### config.mk
export PLATFORM = sky130hd
export DESIGN_NAME = wave_capture
export DESIGN_NICKNAME = d
export VERILOG_FILES = /design/src/rtl/wave_capture.sv
export SDC_FILE = /design/constraint.sdc
export NUM_CORES = 1
export LEC_CHECK = 0
export ABC_CLOCK_PERIOD_IN_PS = 2410
export BUFFER_PORTS_ARGS = -buffer_cell sky130_fd_sc_hd__buf_2
export CAP_MARGIN = 20
export CORE_MARGIN = 2
export CORE_UTILIZATION = 53
export DETAILED_ROUTE_END_ITERATION = 7
export GPL_TIMING_DRIVEN = 0
export PLACE_DENSITY = 0.83
export SETUP_SLACK_MARGIN = 0.3
export SYNTH_ARGS = -nofsm -noshare
export SYNTH_HDL_FRONTEND = slang
export SYNTH_SLANG_ARGS = --single-unit
### constraint.sdc
create_clock -name clk -period 2.41 [get_ports clk]
set_input_delay 0.241 -clock clk [delete_from_list [all_inputs] [get_ports clk]]
set_output_delay 0.241 -clock clk [all_outputs]
set_load 0.1 [all_outputs]
### src/rtl/wave_capture.sv
// Writer side of the double-buffered wave RAM: arms on a rising zero crossing, captures
// 2^DEPTH_LOG2 samples into the half the display is not reading, then flips halves during idle.
module wave_capture #(
   parameter int SAMPLE_W   = 16,
   parameter int DEPTH_LOG2 = 8
) (
   input  logic                  clk,
   input  logic                  reset,
   input  logic                  new_sample_ready,
   input  logic [SAMPLE_W-1:0]   new_sample_in,
   input  logic                  wave_display_idle,
   output logic [DEPTH_LOG2:0]   write_address,
   output logic                  write_enable,
   output logic [7:0]            write_sample,
   output logic                  read_index
);

   typedef enum logic [1:0] {ARMED, ACTIVE, WAIT} state_t;

   state_t                state_q, state_d;
   logic [DEPTH_LOG2-1:0] count_q, count_d;
   logic                  prev_sign_q;
   logic                  read_index_d;
   logic                  write_enable_d;
   logic [DEPTH_LOG2:0]   write_address_d;
   logic [7:0]            write_sample_d;
   logic [7:0]            converted;
   logic                  trigger;
   logic                  unused_low_bits;

   // Only the top byte is stored and only the sign is remembered for crossing detection.
   assign unused_low_bits = ^new_sample_in[SAMPLE_W-9:0];
   assign converted = {~new_sample_in[SAMPLE_W-1], new_sample_in[SAMPLE_W-2:SAMPLE_W-8]};
   assign trigger   = new_sample_ready && prev_sign_q && !new_sample_in[SAMPLE_W-1];

   always_comb begin
      state_d         = state_q;
      count_d         = count_q;
      read_index_d    = read_index;
      write_enable_d  = 1'b0;
      write_address_d = write_address;
      write_sample_d  = write_sample;
      case (state_q)
         ARMED: begin
            if (trigger) begin
               write_enable_d  = 1'b1;
               write_address_d = {~read_index, {DEPTH_LOG2{1'b0}}};
               write_sample_d  = converted;
               count_d         = {{(DEPTH_LOG2-1){1'b0}}, 1'b1};
               state_d         = ACTIVE;
            end
         end
         ACTIVE: begin
            if (new_sample_ready) begin
               write_enable_d  = 1'b1;
               write_address_d = {~read_index, count_q};
               write_sample_d  = converted;
               count_d         = count_q + 1'b1;
               if (count_q == {DEPTH_LOG2{1'b1}})
                  state_d = WAIT;
            end
         end
         WAIT: begin
            // Flip halves only here so the display never scans a partial capture.
            if (wave_display_idle) begin
               read_index_d = ~read_index;
               state_d      = ARMED;
            end
         end
         default: state_d = ARMED;
      endcase
   end

   always_ff @(posedge clk or negedge reset) begin
      if (!reset) begin
         state_q       <= ARMED;
         count_q       <= '0;
         prev_sign_q   <= 1'b0;
         read_index    <= 1'b0;
         write_enable  <= 1'b0;
         write_address <= '0;
         write_sample  <= '0;
      end else begin
         state_q       <= state_d;
         count_q       <= count_d;
         read_index    <= read_index_d;
         write_enable  <= write_enable_d;
         write_address <= write_address_d;
         write_sample  <= write_sample_d;
         if (new_sample_ready)
            prev_sign_q <= new_sample_in[SAMPLE_W-1];
      end
   end

endmodule

==> key figures <==
Run status
  – Status: completed

Detailed routing
  – Final ANT Viol Nets: 0
  – Met3 wire len: 122 um
  – Pre-Repair DR Iteration Count: 4
  – Metal2 WL: 1120 um
  – Post-Route WL: 2310 um
  – Drt initial violations: 8
  – Vias: 947
  – Met1 wire length: 1040 um
  – DR DRC count: 0
  – Max Used Layer: met4
  – Routed WL per cell: 12.6 um
  – DR vias/cell: 5.17

Synth
  – Synth Area in Compound Gates: 9.94%
  – Synth Area in Simple Gates: 16.3%
  – XOR/XNOR Fraction of Synth Area: 3.44%
  – Syn_nets: 138
  – Main combinational cell family by area after synthesis: simple AND/OR/NAND/NOR gates
  – Seq/Total Area, Yosys: 59.1%
  – Synth cell types: 25
  – Post-synthesis mux area share: 7.87%
  – Cell area after synthesis: 0.00127 mm^2
  – Avg Inst Size Synth: 10.9 um^2
  – Synth Warn #: 0
  – Synthesized instance count: 117
  – #FFs+latches synth: 30
  – Synth Area in Adders: 0.984%

Critical path
  – Worst r2r src: prev_sign_q
  – Worst reg-to-reg path cell count: 4
  – Worst R2R Setup Slack: 900 ps
  – Worst Path Arrival: 1720 ps
  – Crit path kind: flop to flop
  – Setup crit end kind: flop
  – R2R Path End: write_sample[6]
  – CP Max Fanout: 10
  – WP data required: 2630 ps
  – Worst setup SP type: flop

Worst hold path
  – Hold Path Depth: 2
  – Hold EP: state_q[1]
  – Hold Crit Class: input port to flop
  – Hold Crit Start: wave_display_idle

Run
  – MaxCap Viol Count: 0

Clock network
  – Post-CTS Resized: 0
  – CTS buffer count: 5
  – Root Driver: clkbuf_4
  – Clock Path Buffers: 2
  – CTS Sinks: 30
  – Clock transition at the registers of the reported paths: 90 ps
  – CTS tree: built
  – Post-CTS Setup Bufs: 0
  – Worst-Skew Late Latency: 330 ps
  – CTS H-tree lvls: 2

Floorplan
  – Height of the die: 53.0 um
  – Rows: 17
  – Die width: 53.0 um
  – I/O pin total: 39
  – Core area: 0.00223 mm^2
  – Total die area: 0.00281 mm^2
  – Starting Density: 56.9%

STA
  – RSZ-0062 raised after global routing: false
  – Slew headroom: 56.8%
  – Final hold vios: 0
  – Final setup TNS: 0 ps
  – Final setup viols: 0
  – Crit path time final: 1510 ps
  – Worst Max-Slew Pin Slew: 647 ps
  – Fmax: 0.664 GHz
  – Final count of pins violating max slew: 0
  – Clock Skews: 8.75 ps
  – Period utilisation layout: 62.5%

Placed design
  – HPWL Detailed: 1720 um
  – Placer congestion estimate: 0.777
  – Buffers on Ports: 30

Power and ir drop
  – Leakage: 0.754 nW
  – Worst IR drop on VDD: 0.000943 V
  – Pwr Density: 1390 mW/mm^2
  – Total Power: 0.00215 W

Cells and area
  – Commonest non-fill, non-tap cells in the layout: 33 x buf_2, 30 x dfrtp_1, 24 x nand2_1
  – Share of cells above drive strength 1: 36.1%
  – Area grow syn2layout: 21.8%
  – ANT cells: 0
  – Nets@finish: 176
  – Commonest non-fill, non-tap cell in the layout: buf_2

Global route
  – First-pass GRT wire length: 3900 um
  – GRT Residual Overflow: 0
  – Largest net degree at the start of global routing: 31
  – Antenna violations before repair: 0
  – GRT Util Overall: 19.5%
  – Vias in the first global route: 906
[how the worst max path moves through the flow]
stage,startpoint,end,slack (ps),cells after the start
after detailed placement,prev_sign_q,write_sample[2],920,4
after CTS,prev_sign_q,write_sample[6],910,4
after floorplan,prev_sign_q,write_sample[1],1080,4
after global placement,prev_sign_q,write_sample[3],960,4
final,prev_sign_q,write_sample[6],900,4
after global routing,prev_sign_q,write_sample[4],840,4
[cell type report]
type                       count  area, um^2
buffer                         4        22.5
clock buffer                   6        51.3
clock inverter                 1        30.0
fill                         174         686
inverter                       2        7.51
multi-input combinational     81         490
sequential                    30         751
tap                           28        35.0
timing repair buffer          31         160
[registers in the layout (all words and copies together) (netlist names)]
register / count
write_address: 9
count_q: 8
write_sample: 8
state_q: 2
prev_sign_q: 1
read_index: 1
write_enable: 1
[Yosys cell counts (all sizes together)]
| cell type | count | area, um^2 |
|---|---|---|
| and3 | 2 | 13.8 |
| nand2 | 24 | 90.1 |
| buf | 4 | 22.5 |
| dfrtp | 30 | 751 |
| and4 | 1 | 10.0 |
| o211ai | 3 | 27.5 |
| o21ai | 16 | 83.8 |
| nor2b | 2 | 15.0 |
| a21oi | 3 | 15.0 |
| mux2i | 1 | 10.0 |
| mux2 | 8 | 90.1 |
| or2 | 1 | 6.26 |
| nand4 | 2 | 12.5 |
| or3 | 3 | 18.8 |
| nand2b | 1 | 6.26 |
| xor2 | 5 | 43.8 |
| ha | 1 | 12.5 |
| inv | 2 | 7.51 |
| nor2 | 7 | 26.3 |
| and2b | 1 | 8.76 |
[stage by stage]
step	hold WS [ps]	utilization [%]	cell area (um^2)	setup WS (ps)	cells
CTS	119	69.3	1550	909	183
detailed placement	299	65.2	1460	921	175
global route	132	69.3	1550	842	183
finish	129	69.3	1550	904	183
global placement	292	65.2	1460	955	175
floorplan	-54.6	-	1270	1080	117
[power by group]
group,switching (W),internal (W)
Clock,0.000162,0.000241
Sequential,0.000110,0.000635
Combinational,0.000819,0.000182
Total,0.00109,0.00106
[metal layers]
metal  up-vias  track usage [%]
li1        473                -
met2        27             31.9
met1       445             24.1
met4         0             8.97
met3         2             5.08
met5         -                0
[worst max-delay path: stages, from the launching register on]
cell and delay, ps:
dfrtp_1 380, nor2b_2 190, o21ai_2 240, buf_4 240, mux2_2 340
[repair_timing]
action                                 CTS  global route
hold buffers                             1             0
setup endpoints to repair                0             0
endpoints found under the hold margin   30             0
[logic make-up after synthesis]
kind of cell,Yosys count
DFF,30
muxes,9
buffers and inverters,6
AOI/OAI and AO/OA,22
adders and majority gates,1
xor gates and xnor gates,5
and+or+nand+nor,44
Note: power is estimated with default switching activity, not from simulation.
